$ cat src/rtl/draw_arbiter.sv
// draw_arbiter: shares the framebuffer pixel-write port between two drawers and a full-screen clear sequencer
//
// Ports:
//   clk, reset            clock, synchronous active-high reset
//   req0/x0/y0/pen0/gnt0  requester 0 pixel request and same-cycle grant
//   req1/x1/y1/pen1/gnt1  requester 1 pixel request and same-cycle grant
//   clear_start           pulse that starts a full-screen clear sweep
//   clear_done            pulse when the last clear pixel is accepted
//   busy                  high while the clear sweep owns the port
//   oob_drop              pulse when a granted pixel is out of range and discarded
//   fb_valid/x/y/pen      registered output pixel, held while fb_ready is low
//   fb_ready              framebuffer accepts the output pixel
//
// Build option: define DRAW_ARB_FIXED_PRIORITY_EN for fixed priority (requester 0
// always wins); otherwise burst-limited round-robin is used.
module draw_arbiter #(
  parameter int XMAX  = 640,
  parameter int YMAX  = 480,
  parameter int BURST = 4
) (
  input  logic       clk,
  input  logic       reset,
  input  logic       req0,
  input  logic [9:0] x0,
  input  logic [8:0] y0,
  input  logic       pen0,
  output logic       gnt0,
  input  logic       req1,
  input  logic [9:0] x1,
  input  logic [8:0] y1,
  input  logic       pen1,
  output logic       gnt1,
  input  logic       clear_start,
  output logic       clear_done,
  output logic       busy,
  output logic       oob_drop,
  output logic       fb_valid,
  output logic [9:0] fb_x,
  output logic [8:0] fb_y,
  output logic       fb_pen,
  input  logic       fb_ready
);
  typedef enum logic {ARB, CLEAR} state_t;
  localparam logic [9:0] XL = 10'(XMAX - 1);
  localparam logic [8:0] YL = 9'(YMAX - 1);
  state_t     state_q;
  logic       fb_valid_q, fb_pen_q, clr_last_q;
  logic [9:0] fb_x_q, cx_q, gx;
  logic [8:0] fb_y_q, cy_q, gy;
  logic       free, sel, gp, gnt_any, in_range, clr_load, clr_final;
  assign free = !fb_valid_q || fb_ready;
`ifdef DRAW_ARB_FIXED_PRIORITY_EN
  assign sel = !req0;
`else
  localparam logic [3:0] BL = 4'(BURST);
  logic       last_q, last_d, keep;
  logic [3:0] burst_q, burst_d;
  // burst_q == 0 means nobody holds priority yet, so the non-last requester wins
  assign keep = burst_q != 4'd0 && burst_q < BL;
  assign sel  = (req0 && req1) ? (keep ? last_q : !last_q) : req1;
  always_comb begin
    last_d  = gnt_any ? sel : last_q;
    burst_d = !gnt_any ? burst_q :
              (sel != last_q || burst_q == 4'd0) ? 4'd1 :
              (burst_q < BL) ? burst_q + 4'd1 : burst_q;
  end
  always_ff @(posedge clk) begin
    if (reset) begin
      last_q  <= 1'b1;
      burst_q <= '0;
    end else begin
      last_q  <= last_d;
      burst_q <= burst_d;
    end
  end
`endif
  assign gnt0      = state_q == ARB && free && req0 && !sel;
  assign gnt1      = state_q == ARB && free && req1 && sel;
  assign gnt_any   = gnt0 || gnt1;
  assign gx        = sel ? x1 : x0;
  assign gy        = sel ? y1 : y0;
  assign gp        = sel ? pen1 : pen0;
  assign in_range  = gx <= XL && gy <= YL;
  assign oob_drop  = gnt_any && !in_range;
  // once the final clear pixel is loaded, stop loading and wait for its acceptance
  assign clr_load  = state_q == CLEAR && free && !clr_last_q;
  assign clr_final = cx_q == XL && cy_q == YL;
  assign clear_done = state_q == CLEAR && clr_last_q && fb_valid_q && fb_ready;
  assign busy      = state_q == CLEAR;
  assign fb_valid  = fb_valid_q;
  assign fb_x      = fb_x_q;
  assign fb_y      = fb_y_q;
  assign fb_pen    = fb_pen_q;
  always_ff @(posedge clk) begin
    if (reset) begin
      state_q    <= ARB;
      fb_valid_q <= 1'b0;
      fb_x_q     <= '0;
      fb_y_q     <= '0;
      fb_pen_q   <= 1'b0;
      cx_q       <= '0;
      cy_q       <= '0;
      clr_last_q <= 1'b0;
    end else begin
      if (clr_load) begin
        fb_valid_q <= 1'b1;
        fb_x_q     <= cx_q;
        fb_y_q     <= cy_q;
        fb_pen_q   <= 1'b0;
      end else if (gnt_any && in_range) begin
        fb_valid_q <= 1'b1;
        fb_x_q     <= gx;
        fb_y_q     <= gy;
        fb_pen_q   <= gp;
      end else if (fb_ready) begin
        fb_valid_q <= 1'b0;
      end
      if (state_q == ARB) begin
        if (clear_start) state_q <= CLEAR;
      end else if (clear_done) begin
        state_q    <= ARB;
        cx_q       <= '0;
        cy_q       <= '0;
        clr_last_q <= 1'b0;
      end else if (clr_load) begin
        clr_last_q <= clr_final;
        cx_q       <= clr_final ? cx_q : (cx_q == XL ? '0 : cx_q + 10'd1);
        cy_q       <= (clr_final || cx_q != XL) ? cy_q : cy_q + 9'd1;
      end
    end
  end
endmodule

$ cat config.mk
export PLATFORM = sky130hd
export DESIGN_NAME = draw_arbiter
export DESIGN_NICKNAME = d
export VERILOG_FILES = /design/src/rtl/draw_arbiter.sv
export SDC_FILE = /design/constraint.sdc
export NUM_CORES = 1
export LEC_CHECK = 0
export CORE_ASPECT_RATIO = 0.5
export CORE_MARGIN = 5
export CORE_UTILIZATION = 35
export DETAILED_ROUTE_END_ITERATION = 10
export HOLD_SLACK_MARGIN = 0.12
export PLACE_DENSITY = 0.74
export SYNTH_ARGS = -nofsm -noshare
export SYNTH_HDL_FRONTEND = slang
export SYNTH_SLANG_ARGS = --single-unit
$ cat constraint.sdc
create_clock -name clk -period 2.3 [get_ports clk]
set_input_delay 0.345 -clock clk [delete_from_list [all_inputs] [get_ports clk]]
set_output_delay 0.345 -clock clk [all_outputs]
set_load 0.1 [all_outputs]
=== Word-level counts from Yosys, hierarchy flattened ===
Index checks and enable logic that the tools add are counted.
W data, S select, Z words.

* Register bits after elaboration: 47
* Input bits: 46
* Output and inout bits: 26
* Word-level logic and storage cells: 85

* Add/subtract/negate cells: 3
* Magnitude comparators: 3
* Eq/ne operators: 6
* Muxes and demuxes: 26
* Bitwise operators: 1
* Reduce and logical (&&, ||, !) cells: 36

{| class="wikitable"
|+ Operators by type and width
! cell !! count
|-
| $mux W10 || 7
|-
| $mux W9 || 6
|-
| $logic_and A1 B1 Y1 || 16
|-
| $mux W1 || 11
|-
| $add A10 B1 Y10 const B || 1
|-
| $eq A10 B10 Y1 const B || 1
|-
| $le A10 B10 Y1 const B || 1
|-
| $ne A10 B10 Y1 const B || 1
|-
| $add A9 B1 Y9 const B || 1
|-
| $eq A9 B9 Y1 const B || 1
|-
| $le A9 B9 Y1 const B || 1
|-
| $mux W4 || 2
|-
| $reduce_and A3 Y1 || 2
|-
| $reduce_bool A2 Y1 || 3
|-
| $logic_not A1 Y1 || 5
|-
| $add A4 B1 Y4 const B || 1
|-
| $logic_not A4 Y1 || 1
|-
| $logic_or A1 B1 Y1 || 4
|-
| $lt A4 B3 Y1 const B || 1
|-
| $ne A2 B2 Y1 const B || 2
|-
| $reduce_and A2 Y1 || 2
|-
| $reduce_bool A4 Y1 || 1
|-
| $reduce_bool A3 Y1 || 1
|-
| $reduce_or A2 Y1 || 1
|-
| 2 further kinds || 2
|}

=== Logic depth before layout (Yosys ltp) ===
Gate-level depths: netlist of the first run.

* Depth after elaboration: 10
* Mapped depth: 9
* Gate-level depth less buffers: 7

=== Worst setup path after synthesis of the first run ===
OpenSTA, ideal clock, no wires.

* Path kind: register -> output
* Start: register burst_q[0]
* End: output port gnt1
* Arrival time: 3.395 ns
* Required time: 1.955 ns
* Path slack: -1.440 ns
* Stages on the path, launching flop included: 7
* Path buffers: 1
* Cell sequence: dfxtp_1 > inv_1 > ha_1 > o311ai_2 > o211ai_4 > buf_4 > nor3_1

* Word-level cells in the longest chain between the ends: 5

{| class="wikitable"
|+ Ends and longest elaborated chain
! element !! line !! source
|-
| from (decl) || 57 || <nowiki>logic [3:0] burst_q, burst_d;</nowiki>
|-
| from (signal assigned) || 73 || <nowiki>burst_q <= burst_d;</nowiki>
|-
| $lt A4 B3 Y1 / $reduce_bool A4 Y1 (equally long branches) || 59 || <nowiki>assign keep = burst_q != 4'd0 && burst_q < BL;</nowiki>
|-
| $logic_and A1 B1 Y1 * || 59 ||
|-
| $mux W1 * (2 in a row) || 60 || <nowiki>assign sel = (req0 && req1) ? (keep ? last_q : !last_q) : req1;</nowiki>
|-
| $logic_and A1 B1 Y1 * || 78 || <nowiki>assign gnt1 = state_q == ARB && free && req1 && sel;</nowiki>
|-
| to (decl) || 32 || <nowiki>output logic gnt1,</nowiki>
|}

Mark *: on every way between the ends. The rest lies on a longest branch, timed or not.

=== Final worst setup path of the first run ===
* Start: register burst_q[0]
* End: output port oob_drop

* Word-level cells in the longest chain between the ends: 9

{| class="wikitable"
|+ Ends and longest elaborated chain
! element !! line !! source
|-
| $lt A4 B3 Y1 / $reduce_bool A4 Y1 (equally long branches) || 59 ||
|-
| $logic_and A1 B1 Y1 * || 59 ||
|-
| $mux W1 * (2 in a row) || 60 ||
|-
| $mux W10 / $mux W9 (equally long branches) || 80, 81 ||
|-
| $le A10 B10 Y1 / $le A9 B9 Y1 (equally long branches) || 83 || <nowiki>assign in_range = gx <= XL && gy <= YL;</nowiki>
|-
| $logic_and A1 B1 Y1 || 83 ||
|-
| $logic_not A1 Y1 || 84 || <nowiki>assign oob_drop = gnt_any && !in_range;</nowiki>
|-
| $logic_and A1 B1 Y1 * || 84 ||
|-
| to (decl) || 36 || <nowiki>output logic oob_drop,</nowiki>
|}

Marked as above.

==> results.cfg, run 1 <==
[status]
status = completed

[logic_synthesis]
synth_top_family_by_area = compound AO/OA/AOI/OAI gates
synthSimpleGateAreaFrac_pct = 20.3
ys_ff_latch = 47
synthAdderAreaFrac_pct = 1.89
synth_area_leaders = dfxtp_1 (36%), mux2i_1 (7.9%), a31o_1 (6.3%), a21oi_1 (6.2%), nand2_1 (4.7%)
synth_edf_count = 0
synth_top_area_share_pct = 35.6
synth_area_leader_cell = dfxtp_1
synth.distinct_cells = 50
synthXorXnorAreaFrac_pct = 0.662
synth-async-reset-ratio_pct = 0
avgSynthCellArea_sq_um = 8.32
muxShareOfSynthArea_pct = 8.89
yosysMostFrequentCell = dfxtp_1
yosysSeqAreaShare_pct = 35.6
synth_fp_nets = 368
synthCells = 318
synth-main-ff-cell = dfxtp_1
synth_common_cells = dfxtp_1 (47), a21oi_1 (33), nand2_1 (33)
synth-compound-area-share_pct = 27.8
netlist_area_sq_mm = 0.00265
synth-warning-count = 0

[clocking]
clkTransAtPathRegs_ps = 70
root_buffer = clkbuf_16
h-tree-depth = 2
cts_made_buffers = 5
cts_hold_buf = 0
clock_sinks = 47
cts_tree = done
clkLatencyLatePin_ps = 290
clk_path_buf_depth = 2

[worst_setup_path]
worstPathMaxFanout = 3
cp.arrival_ps = 1940
worstPathRequired_ps = 1960
critPathKind = reg2out
r2r_start = burst_q[0]
worstSetupEndpointType = output pin
critPathLaunch = burst_q[0]
worst_setup_path_start_kind = register

[timing]
skew_ps = 9.37
setup_viol = 0
post-route-period-util_pct = 99.4
slew_headroom_pct = 77.8
worstMarginPinSlew_ps = 331
clock.fmax_mhz = 437
fin_crit_ps = 2290
slew_viol_final = 0
hold_viol_final = 0
hold-worst-slack_ps = 486
finalSetupTns_ps = 0
grt_setup_unrepaired = yes

[global_routing]
grt_usage_pct = 15.3
grt_pass1_vias = 2499
overflow = 0
antenna_found_initial = 0
grt_max_degree = 36
grt_pass1_wl_mm = 12.0

[die]
placementRows = 22
dieWidth_um = 133
die_h_um = 71.5
initial_core_util_pct = 36.0
die_area_sq_mm = 0.00951
placeableCoreArea_sq_mm = 0.00735
ios = 72

[route]
vias = 2692
drcViolationCount = 0
drt_wl_total_mm = 7.50
drt_first_pass_iters = 4
ant_nets = 0
drt-initial-drc-count = 245
drt-vias-per-instance = 5.38
wl_per_cell_um = 15.0

[power_and_ir_drop]
p_total_uw = 2520
power_density_mw_per_mm2 = 663
leakage_uw = 0.00150
ir_worst_vdd_mv = 0.333

[placement]
placed_area_sq_mm = 0.00361
io_buffers = 71
hpwl_mm = 5.72
gp_congestion = 0.853

[min_path]
hp-class = reg2reg
hp-start = cy_q[8]

[finish]
fin_util_pct = 51.7
n_fill_cell = 679
seqCellArea_sq_um = 946
syn2layout_area_growth_pct = 43.7
drive_gt1_share_pct = 21.0
nNetsFinal = 453
diodes = 0
multi_input_area_sq_mm = 0.00164
finalInstanceArea_sq_mm = 0.00380

[job]
maxCapViolCount = 0
[stage by stage]
step / cells / setup slack [ps]
final: 500 / 13.6
after global routing: 500 / -71.7
after CTS: 500 / -4.12
after detailed placement: 488 / -105
after global placement: 488 / -86.6
after floorplan: 318 / -49.2
[area by class of cell]
type                    instances  area share [%]
multi-input cells             244            43.0
flip-flops and latches         47            24.9
repair buffers                100            24.4
clock buffers                   5            3.29
well taps                      96            3.16
clock inverters                 3           0.592
inverters                       5           0.592
[critical path, cell delays in order (launching register included)]
cell,delay (ps)
dfxtp_2,330
inv_2,50
ha_4,160
or3_4,340
o211ai_4,240
mux2i_4,310
nor2_4,60
buf_12,160
[sequential cells by signal (all words and copies together) (netlist names)]
| register | count |
|---|---|
| cx_q | 10 |
| fb_x | 10 |
| cy_q | 9 |
| fb_y | 9 |
| burst_q | 4 |
| busy | 1 |
| clr_last_q | 1 |
| fb_pen | 1 |
| fb_valid | 1 |
| last_q | 1 |
[report_power, final]
group	leakage [uW]	switching, uW	internal, uW
Clock	0.0000742	327	407
Combinational	0.00105	565	315
Sequential	0.000385	39.5	867
Total	0.00150	931	1590
[logic make-up after synthesis]
kind of cell | Yosys count
flops | 47
fa+ha+maj | 4
compound gates | 110
mux | 23
buf+inv | 27
xor+xnor | 2
simple gates | 105
[placed cells by master (no fill, tap or decap), types with 3 or more instances in the layout]
cell / instances
o31ai_1: 3
nand2_1: 33
clkdlybuf4s50_1: 45
buf_12: 5
o21ai_0: 6
clkbuf_16: 5
a31o_1: 19
dfxtp_1: 43
or3_1: 6
nand3_1: 9
mux2i_1: 21
o21ai_1: 22
nor2b_1: 3
nor2_1: 21
a21oi_1: 33
or4_1: 3
a311oi_1: 4
buf_4: 49
a31oi_1: 8
nand4_1: 5
and3_1: 4
nand2b_1: 5
ha_1: 3
dfxtp_2: 4
[worst paths after layout]
check / end / slack [ps] / depth (start not counted)
worst max-delay path: oob_drop / 10 / 7
worst min-delay path: cy_q[8] / 490 / 2
worst max register to register: fb_y[6] / 150 / 9
worst min register to register: cy_q[8] / 490 / 2
[layer usage]
layer	routed length [um]	up-vias	track usage (%)
met2	3650	57	26.6
met5	0	-	0
met4	123	0	4.95
met1	3480	1269	19.7
li1	-	1355	-
met3	247	11	2.59
[timing repair]
item / CTS / global route
pin swaps: 3 / 1
setup buffers: 4 / 0
gates resized for setup: 1 / 1
gates cloned: 0 / 0
setup endpoints to repair: 4 / 4
Note: power is estimated with default switching activity, not from simulation.
==> inputs of run 2 (changes only) <==
--- a/config.mk
+++ b/config.mk
@@ -5,7 +5,6 @@
 export SDC_FILE = /design/constraint.sdc
 export NUM_CORES = 1
 export LEC_CHECK = 0
-export CORE_ASPECT_RATIO = 0.5
 export CORE_MARGIN = 5
 export CORE_UTILIZATION = 35
 export DETAILED_ROUTE_END_ITERATION = 10
==> run 2 against run 1 <==
  * Global-route usage is 1.4 points higher
  * Register-to-register slack worse by 20 ps
  * Critical endpoint unchanged
  * Die area shrank 1.1%
  * Critical path type unchanged
  * Largest power group unchanged
  * Non-clock buffer count down 1
  * Design area did not move
  * The flow now finishes with violations (setup timing)
  * Power shrank 4.1%
==> results.cfg, run 2 (synthesis gave the netlist of run 1 again) <==
[status]
status = finished with violations
violations = setup timing

[die]
placementRows = 31
initial_core_util_pct = 36.3
die_h_um = 97.0
ios = 72
dieWidth_um = 97.0
die_area_sq_mm = 0.00940
placeableCoreArea_sq_mm = 0.00729

[timing]
hold_viol_final = 0
fin_crit_ps = 2340
setup_ws_ps = -38.2
slew_headroom_pct = 32.2
setup_viol = 1
slew_viol_final = 0
grt_setup_unrepaired = yes
post-route-period-util_pct = 102
finalSetupTns_ps = -38.2
worstMarginPinSlew_ps = 1010
clock.fmax_mhz = 428
skew_ps = 10.3

[finish]
diodes = 0
multi_input_area_sq_mm = 0.00164
final_cell_mix = clkdlybuf4s50_1 (45), buf_4 (45), dfxtp_1 (43)
n_fill_cell = 703
seqCellArea_sq_um = 946
finalInstanceArea_sq_mm = 0.00380
nNetsFinal = 452
drive_gt1_share_pct = 20.6
syn2layout_area_growth_pct = 43.7

[global_routing]
met3_usage_pct = 3.38
antenna_found_initial = 0
grt_max_degree = 40
grtUsageMet1_pct = 21.7
grt_usage_pct = 16.8
grt_pass1_vias = 2649
overflow = 0
grt.met2_usage_pct = 28.1
top_usage_layer = met2
grt_pass1_wl_mm = 13.2

[clocking]
h-tree-depth = 2
clk_path_buf_depth = 2
cts_hold_buf = 0
cts_tree = done
clkTransAtPathRegs_ps = 90
clock_sinks = 47
root_buffer = clkbuf_8
clkLatencyLatePin_ps = 310
cts_made_buffers = 5

[min_path]
whs_path_depth = 2
whs_endpoint = cy_q[8]
hp-start = cy_q[8]
hp-class = reg2reg

[worst_setup_path]
ff2ff_path_depth = 9
cp_cell_sequence = inv_2 -> ha_4 -> or3_4 -> o211ai_4 -> mux2i_4 -> nor2_4 -> buf_12
r2r-end = fb_valid
critPathLaunch = burst_q[0]
worst_setup_path_start_kind = register
worstPathMaxFanout = 3
slowest_delay_ps = 340
critPathKind = reg2out
r2r_start = burst_q[0]
cp.arrival_ps = 1990
crit_path_top_delay_cell = dfxtp_2
worstSetupEndpointType = output pin
worstPathRequired_ps = 1960
rrSetupSlack_ps = 130

[power_and_ir_drop]
p_comb_share_pct = 37.5
ir_worst_vdd_mv = 0.251
cellInternalPower_uw = 1520
power_switching_uw = 898
seqPwrFrac_pct = 37.6
p_sw_share_pct = 37.2
power_density_mw_per_mm2 = 636
p_clk_share_pct = 24.9
leakage_uw = 0.00149

[route]
drt-initial-drc-count = 216
ant_nets = 0
drt_first_pass_iters = 4
wl_per_cell_um = 15.7
drcViolationCount = 0
drt-vias-per-instance = 5.42
vias = 2717
drt_wl_total_mm = 7.89

[placement]
gp_congestion = 0.813
hpwl_mm = 5.79
io_buffers = 71
placed_area_sq_mm = 0.00359

[job]
maxCapViolCount = 0
-- run 2: cell count changes in the layout (fill, tap and decap cells not counted), sizes merged --
| cell | before | now |
|---|---|---|
| clkinvlp | 1 | 2 |
| buf | 55 | 53 |
| clkinv | 2 | 0 |
| bufbuf | 0 | 1 |
| inv | 5 | 4 |
| bufinv | 0 | 1 |
-- run 2: worst max path at each step --
stage	endpoint	slack, ps	cells after the start
detailed placement	cy_q[8]	-70	6
finish	oob_drop	-40	7
global route	oob_drop	-100	7
CTS	oob_drop	-50	7
global placement	cy_q[5]	-20	6
floorplan	gnt1	-50	6
-- run 2: stage by stage --
stage | cells | setup slack, ps | power (uW) | util [%] | hold WS (ps)
global placement | 486 | -19.0 | 1780 | 49.2 | 467
finish | 501 | -38.2 | 2420 | 52.1 | 489
global route | 501 | -104 | 2520 | 52.1 | 528
CTS | 500 | -54.5 | 2420 | 51.9 | 486
detailed placement | 486 | -67.7 | 1790 | 49.2 | 475
floorplan | 318 | -49.2 | 1520 | - | 452
-- run 2: final cells by class --
type,count,share of cell area (%)
repair buffers,99,25.3
multi-input cells,244,43.1
inverters,5,0.592
clock inverters,2,0.987
well taps,99,3.26
flip-flops and latches,47,24.9
clock buffers,5,1.81
-- run 2: power groups by stage --
stage          sequential [uW]  combinational [uW]  clock [uW]
4_1_cts                    908                 903         609
6_report                   908                 907         602
2_1_floorplan             1200                 324           0
3_3_place_gp               925                 856           0
3_5_place_dp               927                 865           0
5_1_grt                    917                 960         647
-- run 2: critical path, delay by kind of cell, from the launching register on --
kind	cells	cell delay [ps]
AO/OA/AOI/OAI	1	250
flip-flops	1	340
multiplexers	1	330
buffers and inverters	2	210
AND/OR/NAND/NOR	2	400
adder cells (fa/ha/maj)	1	160
-- run 2: what timing repair did --
item                                    4_1_cts  5_1_grt
pin swaps                                     4        1
gates cloned                                  1        0
setup buffers                                 6        1
gates resized for setup                       2        2
endpoints found under the setup margin        3       11
-- run 2: per-layer routing --
metal  part of all wire [%]  wire length (um)
met2                     48              3810
met3                    4.7               369
met5                      0                 0
met4                    1.4               108
met1                     46              3600
